$ cat src/rtl/ddr3_bist_pkg.sv
// Shared types for the DDR3 BIST engine: FSM states, pattern modes and
// LFSR feedback masks.
package ddr3_bist_pkg;

    typedef enum logic [2:0] {
        ST_IDLE  = 3'd0,
        ST_WRITE = 3'd1,
        ST_READ  = 3'd2,
        ST_DRAIN = 3'd3,
        ST_DONE  = 3'd4
    } state_t;

    localparam logic [1:0] MODE_INC  = 2'd0;
    localparam logic [1:0] MODE_WALK = 2'd1;
    localparam logic [1:0] MODE_LFSR = 2'd2;
    localparam logic [1:0] MODE_ADDR = 2'd3;

    // Fibonacci feedback mask: bit k set means state bit k feeds the XOR.
    function automatic logic [63:0] lfsr_taps(input int width);
        logic [63:0] taps;
        case (width)
            8:       taps = 64'h0000_0000_0000_00B8;
            16:      taps = 64'h0000_0000_0000_B400;
            32:      taps = 64'h0000_0000_8020_0003;
            64:      taps = 64'hD800_0000_0000_0000;
            default: taps = 64'h3 << (width - 2);
        endcase
        return taps;
    endfunction

endpackage

$ cat src/rtl/ddr3_bist_if.sv
// User-port bundle between the BIST engine (master) and the memory controller (slave).
// A request transfers on a cycle where (write_enable || read_enable) && req_ready; while a request
// is pending the master holds the enable, user_address and user_wdata unchanged, and it never raises
// both enables together. rd_valid/rd_data carry read returns in issue order, with no backpressure.
interface ddr3_bist_if #(
    parameter int AW = 18,
    parameter int DW = 16
);
    logic          req_ready;
    logic          write_enable;
    logic          read_enable;
    logic [AW-1:0] user_address;
    logic [DW-1:0] user_wdata;
    logic          rd_valid;
    logic [DW-1:0] rd_data;

    modport master (
        output write_enable, read_enable, user_address, user_wdata,
        input  req_ready, rd_valid, rd_data
    );

    modport slave (
        input  write_enable, read_enable, user_address, user_wdata,
        output req_ready, rd_valid, rd_data
    );
endinterface

$ cat src/rtl/ddr3_bist_pattern.sv
// Maps a word index, address and LFSR state to pattern data for the selected mode,
// and gives the next LFSR state so the caller can step it per word.
module ddr3_bist_pattern
    import ddr3_bist_pkg::*;
#(
    parameter int ADDR_W = 18,
    parameter int DQ_W   = 16,
    parameter int LEN_W  = 16
) (
    input  logic [1:0]        mode_i,
    input  logic [LEN_W-1:0]  index_i,
    input  logic [ADDR_W-1:0] address_i,
    input  logic [DQ_W-1:0]   lfsr_i,
    output logic [DQ_W-1:0]   data_o,
    output logic [DQ_W-1:0]   lfsr_next_o
);
    localparam logic [DQ_W-1:0]  TAPS = DQ_W'(lfsr_taps(DQ_W));
    localparam logic [LEN_W-1:0] DQ_L = LEN_W'(DQ_W);

    logic [LEN_W-1:0] walk_sh;

    always_comb begin
        walk_sh     = index_i % DQ_L;
        lfsr_next_o = {lfsr_i[DQ_W-2:0], ^(lfsr_i & TAPS)};
        case (mode_i)
            MODE_INC:  data_o = DQ_W'(index_i);
            MODE_WALK: data_o = DQ_W'(1) << walk_sh;
            MODE_LFSR: data_o = lfsr_i;
            default:   data_o = DQ_W'(address_i);
        endcase
    end
endmodule

$ cat src/rtl/ddr3_bist.sv
// DDR3 BIST traffic engine: writes a pattern over a region, reads it back with bounded
// outstanding reads, and checks each return against an independently regenerated stream.
module ddr3_bist
    import ddr3_bist_pkg::*;
#(
    parameter int ADDRESS_BITWIDTH      = 15,
    parameter int BANK_ADDRESS_BITWIDTH = 3,
    parameter int DQ_BITWIDTH           = 16,
    parameter int LEN_BITWIDTH          = 16,
    parameter int MAX_OUTSTANDING       = 8,
    parameter int ERR_BITWIDTH          = 16,
    parameter logic [DQ_BITWIDTH-1:0] LFSR_SEED = 16'hACE1
) (
    input  logic                  clk,
    input  logic                  reset,
    input  logic                  start,
    input  logic [1:0]            mode,
    input  logic [BANK_ADDRESS_BITWIDTH+ADDRESS_BITWIDTH-1:0] base_address,
    input  logic [LEN_BITWIDTH-1:0] len,
    ddr3_bist_if.master           bus,
    output logic                  busy,
    output logic                  done,
    output logic                  pass,
    output logic [ERR_BITWIDTH-1:0] error_count,
    output logic [BANK_ADDRESS_BITWIDTH+ADDRESS_BITWIDTH-1:0] first_err_address,
    output logic [DQ_BITWIDTH-1:0] first_err_data,
    output state_t                dbg_state
);
    localparam int AW = BANK_ADDRESS_BITWIDTH + ADDRESS_BITWIDTH;
    localparam int DW = DQ_BITWIDTH;
    localparam int LW = LEN_BITWIDTH;
    localparam int EW = ERR_BITWIDTH;
    localparam int OW = $clog2(MAX_OUTSTANDING) + 1;
    localparam logic [OW-1:0] MAX_OUT = OW'(MAX_OUTSTANDING);
    localparam logic [LW-1:0] L_ONE = LW'(1);
    localparam logic [AW-1:0] A_ONE = AW'(1);
    localparam logic [EW-1:0] E_ONE = EW'(1);

    state_t        state_q, state_d;
    logic [1:0]    mode_q, mode_d;
    logic [AW-1:0] base_q, base_d;
    logic [LW-1:0] len_q, len_d;
    logic [LW-1:0] iss_idx_q, iss_idx_d;
    logic [AW-1:0] iss_addr_q, iss_addr_d;
    logic [DW-1:0] iss_lfsr_q, iss_lfsr_d;
    logic [LW-1:0] chk_idx_q, chk_idx_d;
    logic [AW-1:0] chk_addr_q, chk_addr_d;
    logic [DW-1:0] chk_lfsr_q, chk_lfsr_d;
    logic [OW-1:0] out_q, out_d;
    logic [EW-1:0] err_q, err_d;
    logic [AW-1:0] ferr_addr_q, ferr_addr_d;
    logic [DW-1:0] ferr_data_q, ferr_data_d;
    logic          pass_q, pass_d;

    logic          we, re, wr_acc, rd_acc, chk_fire, iss_last, start_go;
    logic [DW-1:0] iss_data, iss_lfsr_next, chk_data, chk_lfsr_next;

    ddr3_bist_pattern #(.ADDR_W(AW), .DQ_W(DW), .LEN_W(LW)) u_iss_pat (
        .mode_i(mode_q), .index_i(iss_idx_q), .address_i(iss_addr_q), .lfsr_i(iss_lfsr_q),
        .data_o(iss_data), .lfsr_next_o(iss_lfsr_next)
    );

    ddr3_bist_pattern #(.ADDR_W(AW), .DQ_W(DW), .LEN_W(LW)) u_chk_pat (
        .mode_i(mode_q), .index_i(chk_idx_q), .address_i(chk_addr_q), .lfsr_i(chk_lfsr_q),
        .data_o(chk_data), .lfsr_next_o(chk_lfsr_next)
    );

    assign start_go = (state_q == ST_IDLE) && start;
    assign iss_last = (iss_idx_q == len_q - L_ONE);
    assign wr_acc   = we && bus.req_ready;
    assign rd_acc   = re && bus.req_ready;
    // A return only counts while reads are in flight; it may coincide with the accept of a zero-latency read.
    assign chk_fire = bus.rd_valid && (state_q == ST_READ || state_q == ST_DRAIN)
                      && (chk_idx_q != len_q) && (out_q != '0 || rd_acc);

    always_comb begin
        state_d = state_q;
        we      = 1'b0;
        re      = 1'b0;
        case (state_q)
            ST_IDLE:  if (start) state_d = (len == '0) ? ST_DONE : ST_WRITE;
            ST_WRITE: begin
                we = 1'b1;
                if (bus.req_ready && iss_last) state_d = ST_READ;
            end
            ST_READ: begin
                re = (out_q < MAX_OUT);
                if (re && bus.req_ready && iss_last) state_d = ST_DRAIN;
            end
            ST_DRAIN: if (chk_idx_q == len_q) state_d = ST_DONE;
            ST_DONE:  state_d = ST_IDLE;
            default:  state_d = ST_IDLE;
        endcase
    end

    always_comb begin
        mode_d      = mode_q;
        base_d      = base_q;
        len_d       = len_q;
        iss_idx_d   = iss_idx_q;
        iss_addr_d  = iss_addr_q;
        iss_lfsr_d  = iss_lfsr_q;
        chk_idx_d   = chk_idx_q;
        chk_addr_d  = chk_addr_q;
        chk_lfsr_d  = chk_lfsr_q;
        out_d       = out_q + OW'(rd_acc) - OW'(chk_fire);
        err_d       = err_q;
        ferr_addr_d = ferr_addr_q;
        ferr_data_d = ferr_data_q;
        pass_d      = pass_q;

        if (start_go) begin
            mode_d      = mode;
            base_d      = base_address;
            len_d       = len;
            iss_idx_d   = '0;
            iss_addr_d  = base_address;
            iss_lfsr_d  = LFSR_SEED;
            chk_idx_d   = '0;
            chk_addr_d  = base_address;
            chk_lfsr_d  = LFSR_SEED;
            out_d       = '0;
            err_d       = '0;
            ferr_addr_d = '0;
            ferr_data_d = '0;
            pass_d      = 1'b0;
        end

        // The issue counters are rewound to the base when the write phase ends and reused for reads.
        if (wr_acc) begin
            if (iss_last) begin
                iss_idx_d  = '0;
                iss_addr_d = base_q;
            end else begin
                iss_idx_d  = iss_idx_q + L_ONE;
                iss_addr_d = iss_addr_q + A_ONE;
                iss_lfsr_d = iss_lfsr_next;
            end
        end
        if (rd_acc) begin
            iss_idx_d  = iss_idx_q + L_ONE;
            iss_addr_d = iss_addr_q + A_ONE;
        end

        if (chk_fire) begin
            chk_idx_d  = chk_idx_q + L_ONE;
            chk_addr_d = chk_addr_q + A_ONE;
            chk_lfsr_d = chk_lfsr_next;
            if (bus.rd_data != chk_data) begin
                if (err_q != '1) err_d = err_q + E_ONE;
                if (err_q == '0) begin
                    ferr_addr_d = chk_addr_q;
                    ferr_data_d = bus.rd_data;
                end
            end
        end

        if (state_d == ST_DONE && state_q != ST_DONE) pass_d = (err_d == '0);
    end

    always_ff @(posedge clk) begin
        if (reset) begin
            state_q     <= ST_IDLE;
            mode_q      <= '0;
            base_q      <= '0;
            len_q       <= '0;
            iss_idx_q   <= '0;
            iss_addr_q  <= '0;
            iss_lfsr_q  <= '0;
            chk_idx_q   <= '0;
            chk_addr_q  <= '0;
            chk_lfsr_q  <= '0;
            out_q       <= '0;
            err_q       <= '0;
            ferr_addr_q <= '0;
            ferr_data_q <= '0;
            pass_q      <= 1'b0;
        end else begin
            state_q     <= state_d;
            mode_q      <= mode_d;
            base_q      <= base_d;
            len_q       <= len_d;
            iss_idx_q   <= iss_idx_d;
            iss_addr_q  <= iss_addr_d;
            iss_lfsr_q  <= iss_lfsr_d;
            chk_idx_q   <= chk_idx_d;
            chk_addr_q  <= chk_addr_d;
            chk_lfsr_q  <= chk_lfsr_d;
            out_q       <= out_d;
            err_q       <= err_d;
            ferr_addr_q <= ferr_addr_d;
            ferr_data_q <= ferr_data_d;
            pass_q      <= pass_d;
        end
    end

    assign bus.write_enable = we;
    assign bus.read_enable  = re;
    assign bus.user_address = (we || re) ? iss_addr_q : '0;
    assign bus.user_wdata   = we ? iss_data : '0;

    assign busy              = (state_q != ST_IDLE);
    assign done              = (state_q == ST_DONE);
    assign pass              = pass_q;
    assign error_count       = err_q;
    assign first_err_address = ferr_addr_q;
    assign first_err_data    = ferr_data_q;
    assign dbg_state         = state_q;
endmodule

$ cat src/flat_wrapper.sv
// flat-port wrapper written by rule: the top's interface ports become plain ports
module ddr3_bist_flat import ddr3_bist_pkg::*;
#(
    parameter int ADDRESS_BITWIDTH      = 15,
    parameter int BANK_ADDRESS_BITWIDTH = 3,
    parameter int DQ_BITWIDTH           = 16,
    parameter int LEN_BITWIDTH          = 16,
    parameter int MAX_OUTSTANDING       = 8,
    parameter int ERR_BITWIDTH          = 16,
    parameter logic [DQ_BITWIDTH-1:0] LFSR_SEED = 16'hACE1
)
  (clk, reset, start, mode, base_address, len, busy, done, pass, error_count, first_err_address, first_err_data, dbg_state, bus_write_enable, bus_read_enable, bus_user_address, bus_user_wdata, bus_req_ready, bus_rd_valid, bus_rd_data);
  ddr3_bist_if #(.AW((18)), .DW((16))) bus_i ();
  input  logic clk;
  input  logic reset;
  input  logic start;
  input  logic [1:0] mode;
  input  logic [BANK_ADDRESS_BITWIDTH+ADDRESS_BITWIDTH-1:0] base_address;
  input  logic [LEN_BITWIDTH-1:0] len;
  output logic busy;
  output logic done;
  output logic pass;
  output logic [ERR_BITWIDTH-1:0] error_count;
  output logic [BANK_ADDRESS_BITWIDTH+ADDRESS_BITWIDTH-1:0] first_err_address;
  output logic [DQ_BITWIDTH-1:0] first_err_data;
  output state_t dbg_state;
  output wire logic [$bits(bus_i.write_enable)-1:0] bus_write_enable;
  output wire logic [$bits(bus_i.read_enable)-1:0] bus_read_enable;
  output wire logic [$bits(bus_i.user_address)-1:0] bus_user_address;
  output wire logic [$bits(bus_i.user_wdata)-1:0] bus_user_wdata;
  input wire logic [$bits(bus_i.req_ready)-1:0] bus_req_ready;
  input wire logic [$bits(bus_i.rd_valid)-1:0] bus_rd_valid;
  input wire logic [$bits(bus_i.rd_data)-1:0] bus_rd_data;
  assign bus_write_enable = bus_i.write_enable;
  assign bus_read_enable = bus_i.read_enable;
  assign bus_user_address = bus_i.user_address;
  assign bus_user_wdata = bus_i.user_wdata;
  assign bus_i.req_ready = bus_req_ready;
  assign bus_i.rd_valid = bus_rd_valid;
  assign bus_i.rd_data = bus_rd_data;
  ddr3_bist #(.ADDRESS_BITWIDTH(ADDRESS_BITWIDTH), .BANK_ADDRESS_BITWIDTH(BANK_ADDRESS_BITWIDTH), .DQ_BITWIDTH(DQ_BITWIDTH), .LEN_BITWIDTH(LEN_BITWIDTH), .MAX_OUTSTANDING(MAX_OUTSTANDING), .ERR_BITWIDTH(ERR_BITWIDTH), .LFSR_SEED(LFSR_SEED)) u_core (.clk(clk), .reset(reset), .start(start), .mode(mode), .base_address(base_address), .len(len), .bus(bus_i), .busy(busy), .done(done), .pass(pass), .error_count(error_count), .first_err_address(first_err_address), .first_err_data(first_err_data), .dbg_state(dbg_state));
endmodule
$ cat config.mk
export PLATFORM = sky130hd
export DESIGN_NAME = ddr3_bist_flat
export DESIGN_NICKNAME = d
export VERILOG_FILES = /design/src/rtl/ddr3_bist_pkg.sv /design/src/rtl/ddr3_bist_if.sv /design/src/rtl/ddr3_bist_pattern.sv /design/src/rtl/ddr3_bist.sv /design/src/flat_wrapper.sv
export SDC_FILE = /design/constraint.sdc
export NUM_CORES = 1
export LEC_CHECK = 0
export BUFFER_PORTS_ARGS = -buffer_cell sky130_fd_sc_hd__buf_2
export CAP_MARGIN = 0
export CORE_MARGIN = 3
export CORE_UTILIZATION = 30
export DETAILED_ROUTE_END_ITERATION = 8
export GPL_ROUTABILITY_DRIVEN = 1
export PLACE_DENSITY_LB_ADDON = 0.3
export SYNTH_ARGS = -nofsm -noshare
export SYNTH_HDL_FRONTEND = slang
export SYNTH_HIERARCHICAL = 1
export SYNTH_SLANG_ARGS = --single-unit
$ cat constraint.sdc
create_clock -name clk -period 3.9 [get_ports clk]
set_input_delay 0.78 -clock clk [delete_from_list [all_inputs] [get_ports clk]]
set_output_delay 0.78 -clock clk [all_outputs]
set_load 0.005 [all_outputs]
# ---- After elaboration in Yosys (flattened, before gate mapping)
# Index checks and enable logic that the tools add are counted.
dict set report word_totals {
  reg_bits 194
  elab_cells 106
  inputBits 57
  output_inout_bits 92
}
dict set report op_classes {
  n_mux 41
  reduce_logical 26
  n_eq_ne 13
  addsub 8
  n_shift 2
  n_lt_le_gt_ge 1
}
# operator n
set ops {}
lappend ops {{16-bit 2-to-1 mux} 19}
lappend ops {{18-bit 2-to-1 mux} 10}
lappend ops {{16-bit one-hot mux with 3 select lines} 2}
lappend ops {{16-bit by 1-bit adder with 16-bit output (second input constant)} 3}
lappend ops {{16-bit zero test} 3}
lappend ops {{18-bit by 1-bit adder with 18-bit output (second input constant)} 2}
lappend ops {{16-bit == test} 2}
lappend ops {{16-bit inequality test} 2}
lappend ops {{16-bit parity} 2}
lappend ops {{1-bit by 4-bit left shift with 16-bit output (first input constant)} 2}
lappend ops {{16-bit inequality test (second input constant)} 1}
lappend ops {{16-bit by 1-bit subtractor with 16-bit output (second input constant)} 1}
lappend ops {{3-bit 2-to-1 mux} 5}
lappend ops {{3-bit one-hot mux with 4 select lines} 1}
lappend ops {{1-bit logical AND} 10}
lappend ops {{3-bit by 2-bit == test with 1-bit output (second input constant)} 2}
lappend ops {{3-bit == test (second input constant)} 2}
lappend ops {{3-bit nonzero test} 2}
lappend ops {{4-bit by 1-bit adder with 4-bit output} 1}
lappend ops {{4-bit less-than comparator (second input constant)} 1}
lappend ops {{1-bit 2-to-1 mux} 4}
lappend ops {{2-bit nonzero test} 2}
lappend ops {{4-bit nonzero test} 1}
lappend ops {{4-bit by 1-bit subtractor with 4-bit output} 1}
lappend ops {{other kinds (8)} 10}

# ---- Logic depth before layout (Yosys ltp)
# Gate-level depths: netlist (run 1).
dict set report logic_depth {
  depth_word 8
  ltp_mapped 15
  depth_no_buf 13
}

# ---- By module
# Netlist (run 1), hierarchy kept.
# module area_per_inst_um2 cells_each instances seq_area_each_um2
set by_module_without_submodules {}
lappend by_module_without_submodules {ddr3_bist 10110.9 1332 1 3883.7}
lappend by_module_without_submodules {ddr3_bist_pattern 629.4 80 2 0.0}

# ---- Worst setup path after synthesis (run 1)
# No wires, ideal clock.
dict set report synth_path {
  path_type {input port to flip-flop}
  start {input bus_req_ready}
  end {register u_core.out_q[2]}
  path_slack_ns 0.562
  t_required_ns 3.779
  t_arrival_ns 3.217
  setup_ns 0.121
  n_path_buf 2
  cell_stages 13
  cell_sequence {nor3b_1 > o311ai_0 > or2_2 > clkbuf_1 > clkinv_1 > clkbuf_1 > ha_1 > inv_1 > ha_1 > inv_1 > fa_1 > xor2_1 > nor2_1}
}
dict set report synth_via {
  elab_chain_len 4
}
# element line
set synth_lines {}
lappend synth_lines {{from (decl)} flat_wrapper.sv:31} ;# input wire logic [$bits(bus_i.req_ready)-1:0] bus_req_ready;
lappend synth_lines {{1-bit logical AND *} ddr3_bist.sv:71} ;# assign rd_acc = re && bus.req_ready;
lappend synth_lines {{parallel branches: the longest is 2 deep, another holds 4-bit by 1-bit adder with 4-bit output} -}
lappend synth_lines {{4-bit by 1-bit subtractor with 4-bit output *} ddr3_bist.sv:106} ;# out_d = out_q + OW'(rd_acc) - OW'(chk_fire);
lappend synth_lines {{to (signal assigned)} ddr3_bist.sv:189} ;# out_q <= out_d;
lappend synth_lines {{to (decl)} ddr3_bist.sv:49} ;# logic [OW-1:0] out_q, out_d;
# Every way passes the cells marked *.
# A chain may end at the register's enable or synchronous reset.

# ---- Worst setup path after layout (run 1)
dict set report layout_path {
  start {register u_core.mode_q[1]}
  end {register u_core.pass_q, in the netlist u_core/pass}
}
dict set report layout_via {
  elab_chain_len 7
}
# element line
set layout_lines {}
lappend layout_lines {{from (decl)} ddr3_bist.sv:40} ;# logic [1:0] mode_q, mode_d;
lappend layout_lines {{from (signal assigned)} ddr3_bist.sv:180} ;# mode_q <= mode_d;
lappend layout_lines {{2-bit == test (tied with other cells)} ddr3_bist_pattern.sv:25} ;# case (mode_i)
lappend layout_lines {{16-bit one-hot mux with 3 select lines *} ddr3_bist_pattern.sv:25}
lappend layout_lines {{via u_core.chk_data[11]} ddr3_bist.sv:56} ;# logic [DW-1:0] iss_data, iss_lfsr_next, chk_data, chk_lfsr_next;
lappend layout_lines {{16-bit inequality test *} ddr3_bist.sv:149} ;# if (bus.rd_data != chk_data) begin
lappend layout_lines {{16-bit 2-to-1 mux *} ddr3_bist.sv:149}
lappend layout_lines {{16-bit 2-to-1 mux *} ddr3_bist.sv:145} ;# if (chk_fire) begin
lappend layout_lines {{16-bit zero test *} ddr3_bist.sv:158} ;# if (state_d == ST_DONE && state_q != ST_DONE) pass_d = (err_d == '0);
lappend layout_lines {{1-bit 2-to-1 mux *} ddr3_bist.sv:158}
lappend layout_lines {{to (signal assigned)} ddr3_bist.sv:193} ;# pass_q <= pass_d;
lappend layout_lines {{to (decl)} ddr3_bist.sv:53} ;# logic pass_q, pass_d;
# The timed path passes the listed nets; every way through them passes the cells marked *.

==> out/qor.yml, run 1 <==
sta:
  holdWs_ps: 457
  relSlewSlack_pct: 27.2
  slew_viol_final: 0
  fin_crit_ps: 3530
  finalSetupTns_ps: 0
  hold_viol: 0
  finalClockSkew_ps: 20.9
  finalSetupViolations: 0
  fmax_ghz: 0.283
  rsz0062_at_grt: "false"
  post-route-period-util_pct: 90.6
  tightestPinTransition_ps: 1090
die:
  core_area_mm2: 0.0370
  ios: 149
  start_util_pct: 30.8
  die_w_um: 201
  die_h_um: 201
  rows: 70
  die_area_mm2: 0.0403
synthesis:
  yosys_most_used_dff: "dfxtp_1"
  synth.distinct_cells: 73
  yosysWarnings: 6
  avgSynthCellArea_um2: 7.62
  ys_seq_area_share_pct: 34.2
  synthArstFlopShare_pct: 0
  syn-cell-area_mm2: 0.0114
  synth_edf_count: 0
  syn_inst: 1492
  syn-num-nets: 1562
  ys_seq_elements: 194
global_route:
  grt_pass1_wl_um: 61000
  overflow: 0
  use_met3_pct: 3.47
  grt.met1_usage_pct: 26.3
  grt_pass1_vias: 10500
  grt.total_usage_pct: 18.7
  grt.busiest_layer: "met2"
  grtUsageMet2_pct: 29.8
  grt_max_degree: 79
  antenna_found_initial: 0
worst_setup_path:
  startpoint: "u_core/mode_q[1]"
  critPathMaxStageDelay_ps: 520
  crit_required_ps: 4270
  crit_chain: "buf_4 > mux2i_1 > o22ai_1 > a21o_1 > xnor2_1 > nand4_1 > nor4_1 > buf_4 > or3_1 > buf_4 > or4_1 > a211oi_1 > o2111ai_1 > o31ai_1"
  path_class: "flip-flop to flip-flop"
  cp_slowest_cell: "dfxtp_2"
  end_kind: "flip-flop"
  arrival_ps: 3910
  path_max_fanout: 14
  cp_top_family: "simple AND/OR/NAND/NOR gates"
  r2r-start: "u_core/mode_q[1]"
  startpoint_type: "flip-flop"
  crit_buf_inv: 3
  crit_top_cell: "buf_4"
clock_tree:
  clock-sinks: 194
  clock_path_buffers: 2
  postCtsHoldBufs: 0
  tritoncts: "built"
  htreeDepth: 4
  post_cts_buffers: 0
  clk_latency_ps: 470
  clk_pin_slew_ps: 90
  cts_buffers: 17
  ctsResizeCount: 0
  clock-root-buffer: "clkbuf_16"
power:
  vdd_drop_max_v: 0.000333
  p_per_area_mw_per_mm2: 352
  leakagePower_nw: 4.99
  total_power_mw: 4.60
cells_and_area:
  postLayoutCoreUtil_pct: 35.3
  antenna_cells: 0
  finalInstanceArea_mm2: 0.0130
  fillers: 4000
  syn_to_final_growth_pct: 14.8
  nets: 1632
  layout-drive-gt1-share_pct: 16.0
drt:
  firstDrtPassIters: 6
  dr.first_iter.drc_count: 875
  vias_per_cell: 5.37
  drc: 0
  post_drt_wl_per_cell_um: 18.7
  num_vias: 11200
  detail-route-antenna-nets: 0
  wirelength_um: 38800
placement:
  io_buffers: 148
  gp_congestion: 0.909
  dpl_cell_area_mm2: 0.0124
  hpwl_um: 28000
hold_path:
  min-delay-start: "u_core/base_q[8]"
  hold_class: "flip-flop to flip-flop"
run_status:
  outcome: "complete, no violations"
job:
  max-cap-violations: 0
## through the flow
step                      setup WS (ps)  std cells
after floorplan                     562       1492
after global placement              349       2047
after detailed placement            169       2047
after CTS                           162       2079
after global routing               86.1       2079
final                               366       2079
## power breakdown
group          switching [mW]  total, mW  internal (mW)  leakage (nW)
clock                   0.969       1.86          0.887         0.303
sequential              0.113       2.16           2.05          1.58
combinational           0.352      0.581          0.228          3.11
## sequential cells by signal, summed over array words and instances (netlist names)
name                      flops
u_core/base_q                18
u_core/len_q                 16
u_core/iss_lfsr_q            16
u_core/chk_addr_q            18
u_core/dbg_state              3
u_core/chk_idx_q             16
u_core/first_err_data        16
u_core/out_q                  4
u_core/iss_addr_q            18
u_core/mode_q                 2
u_core/error_count           16
u_core/chk_lfsr_q            16
u_core/iss_idx_q             16
u_core/pass                   1
u_core/first_err_address     18
## worst min-delay path, delay by kind of cell, from the launching register on
kind               cells  cell delay (ps)
and+or+nand+nor        1               50
AOI/OAI and AO/OA      1               50
DFF                    1              320
## area by class of cell
type,instances,area (um^2),share of cell area [%]
well taps,504,631,4.83
inverters,24,90.1,0.690
repair buffers,190,1100,8.43
clock inverters,15,195,1.50
clock buffers,17,425,3.26
multi-input cells,1135,6720,51.5
flip-flops and latches,194,3880,29.8
## cells in the final DEF (no fill, tap or decap), drive strengths merged, types with 8 or more instances in the layout
master,instances
nor3,40
xor2,28
nand2b,11
nor4,25
dfxtp,194
a211oi,16
and2,29
o22ai,26
a311oi,9
nand3,96
nand4,31
and3,18
or3,9
o21ai,54
nor2b,21
a31oi,16
nand2,208
a21oi,138
a21o,37
clkbuf,17
mux2i,33
o32ai,8
o31ai,8
buf,190
xnor2,55
a221oi,10
ha,12
nor2,117
inv,32
o211ai,9
## routing by layer
layer	share of wire, %	up-vias
met5	0	-
met4	1.4	0
met3	6.6	37
met2	45	414
met1	47	5290
li1	-	5422
## Yosys cell counts, types with 21 or more instances
master,number,share of area (%)
a21o_1,37,2.4
nand4_1,31,1.7
nor3_1,40,1.8
buf_4,37,2.4
a21oi_1,138,6.1
xor2_1,28,2.2
nor2_1,117,3.9
o21ai_0,53,2.3
nand2_1,208,6.9
and2_1,26,1.4
clkbuf_1,76,2.5
nand3_1,96,4.2
mux2i_1,33,2.9
nor4_1,21,1.2
xnor2_1,55,4.2
dfxtp_1,194,34
o22ai_1,26,1.4
inv_1,23,0.76
nor2b_1,21,1.2
## worst paths after layout
path                            slack, ps  cells after the start                to
worst max-delay path                  370                     14       u_core/pass
worst min-delay path                  460                      2  u_core/base_q[8]
worst max register to register        370                     14       u_core/pass
worst min register to register        460                      2  u_core/base_q[8]
## cell families (layout without fill, tap and decap cells)
family	Yosys count	in the layout	synth area share (%)
and+or+nand+nor	641	641	27.8
AOI/OAI and AO/OA	358	358	19.6
DFF	194	194	34.2
buffers and inverters	163	246	6.93
xor gates and xnor gates	83	83	6.39
muxes	40	40	3.60
adders and majority gates	13	13	1.50
Note: power is estimated with default switching activity, not from simulation.
==> run 2, diff against run 1 <==
--- a/config.mk
+++ b/config.mk
@@ -7,7 +7,6 @@
 export LEC_CHECK = 0
 export BUFFER_PORTS_ARGS = -buffer_cell sky130_fd_sc_hd__buf_2
 export CAP_MARGIN = 0
-export CORE_MARGIN = 3
 export CORE_UTILIZATION = 30
 export DETAILED_ROUTE_END_ITERATION = 8
 export GPL_ROUTABILITY_DRIVEN = 1
==> run 2 against run 1 <==
Via count up 0.35%. Routed wire length shrank 1.3%. Global-route usage is 1.0 points higher. Worst hold slack lost 1.6 ps. Design area down 0.17%. Critical path depth is 2 lower. Sequential share of layout area is 0.051 points higher. Die area down 3.9%. Setup slack improved by 89 ps. Flip-flop and latch count is the same. Largest power group unchanged. Highest routed layer unchanged.
==> out/qor.yml, run 2 (synthesis gave the netlist of run 1 again) <==
run_status:
  outcome: "complete, no violations"
sta:
  post-route-period-util_pct: 88.3
  finalSetupViolations: 0
  finalSetupTns_ps: 0
  relSlewSlack_pct: 30.5
  slew_viol_final: 0
  holdWs_ps: 456
  tightestPinTransition_ps: 1040
  hold_viol: 0
  setup_slack_ps: 455
  fmax_ghz: 0.290
  rsz0062_at_grt: "false"
  finalClockSkew_ps: 16.6
  fin_crit_ps: 3450
worst_setup_path:
  path_max_fanout: 16
  cp_top_family: "simple AND/OR/NAND/NOR gates"
  cp_slowest_cell: "nor4_2"
  startpoint_type: "flip-flop"
  critPathMaxStageDelay_ps: 570
  ff2ff_setup_slack_ps: 450
  path_class: "flip-flop to flip-flop"
  arrival_ps: 3810
  crit_required_ps: 4270
  crit_buf_inv: 2
  crit_chain: "buf_4 > and2_1 > a21o_1 > xnor2_1 > nand4_1 > nor4_2 > or3_1 > buf_4 > nor4_1 > a221oi_1 > nand4_1 > o31ai_1"
  end_kind: "flip-flop"
clock_tree:
  clock_path_buffers: 2
  htreeDepth: 4
  clock-sinks: 194
  clock-root-buffer: "clkbuf_16"
  clk_pin_slew_ps: 80
  tritoncts: "built"
  cts_buffers: 17
  clk_latency_ps: 460
  post_cts_buffers: 0
die:
  die_h_um: 197
  die_area_mm2: 0.0387
  rows: 70
  start_util_pct: 30.8
  ios: 149
  die_w_um: 197
  core_area_mm2: 0.0370
power:
  p_per_area_mw_per_mm2: 350
  total_power_mw: 4.56
  leakagePower_nw: 4.98
  vdd_drop_max_v: 0.000312
drt:
  vias_per_cell: 5.38
  dr.first_iter.drc_count: 1042
  detail-route-antenna-nets: 0
  drc: 0
  post_drt_wl_per_cell_um: 18.4
  num_vias: 11200
  firstDrtPassIters: 7
  wirelength_um: 38300
placement:
  dp_slack_ps: 288
  hpwl_um: 27500
  io_buffers: 148
  dpl_cell_area_mm2: 0.0124
  gp_congestion: 0.877
  dp.cells: 2049
cells_and_area:
  final_cells: 2081
  fillers: 3983
  syn_to_final_growth_pct: 14.6
  final_common_cell: "nand2_1"
  antenna_cells: 0
  postLayoutCoreUtil_pct: 35.2
  layout-drive-gt1-share_pct: 16.2
  finalInstanceArea_mm2: 0.0130
  final_cell_mix: "207 x nand2_1, 193 x dfxtp_1, 147 x buf_2, 138 x a21oi_1, 117 x nor2_1"
  nets: 1634
job:
  max-cap-violations: 0
global_route:
  grt_max_degree: 118
  antenna_found_initial: 0
  overflow: 0
  grt.total_usage_pct: 19.7
  grt_pass1_vias: 10300
  grt_pass1_wl_um: 60100
hold_path:
  hold_class: "flip-flop to flip-flop"
==> run 2: changes by cell type in the layout (fill, tap and decap cells not counted) <==
cell / previous run / this run
clkinv_4: 0 / 3
bufinv_16: 0 / 1
inv_8: 6 / 3
buf_12: 3 / 2
inv_6: 1 / 6
nor4_2: 3 / 4
buf_4: 39 / 42
inv_12: 2 / 0
nor4_1: 21 / 20
clkinv_8: 5 / 1
==> run 2: final cells by class <==
type | count | area, um^2 | share of cell area, %
multi-input cells | 1135 | 6730 | 51.7
flip-flops and latches | 194 | 3880 | 29.8
repair buffers | 192 | 1100 | 8.46
well taps | 504 | 631 | 4.84
clock buffers | 17 | 425 | 3.27
clock inverters | 15 | 164 | 1.26
inverters | 24 | 90.1 | 0.692
==> run 2: metal layers <==
layer	track usage (%)	routed length, um	up-vias
li1	-	-	5424
met1	28.3	18100	5352
met2	30.3	17100	386
met3	3.32	2510	40
met4	5.51	666	0
met5	0	0	-
==> run 2: final timing paths <==
kind / startpoint / end / cells after the start
hold reg to reg: u_core/base_q[7] / u_core/base_q[7] / 2
hold / removal: u_core/base_q[7] / u_core/base_q[7] / 2
setup reg to reg: u_core/mode_q[1] / u_core/pass / 12
setup / recovery: u_core/mode_q[1] / u_core/pass / 12
==> run 2: repair_timing <==
item	in CTS	in global routing
setup endpoints to repair	0	1
hold buffers	0	0
gates resized for setup	0	2
==> run 2: power by group <==
| part | internal [mW] | switching, mW | total, mW | leakage, nW |
|---|---|---|---|---|
| sequential | 2.05 | 0.107 | 2.16 | 1.58 |
| combinational | 0.231 | 0.361 | 0.593 | 3.11 |
| clock | 0.914 | 0.894 | 1.81 | 0.292 |
==> run 2: worst min-delay path, stage by stage, from the launching register on <==
cell	delay, ps
dfxtp_1	310
nand2_1	50
a21oi_1	50
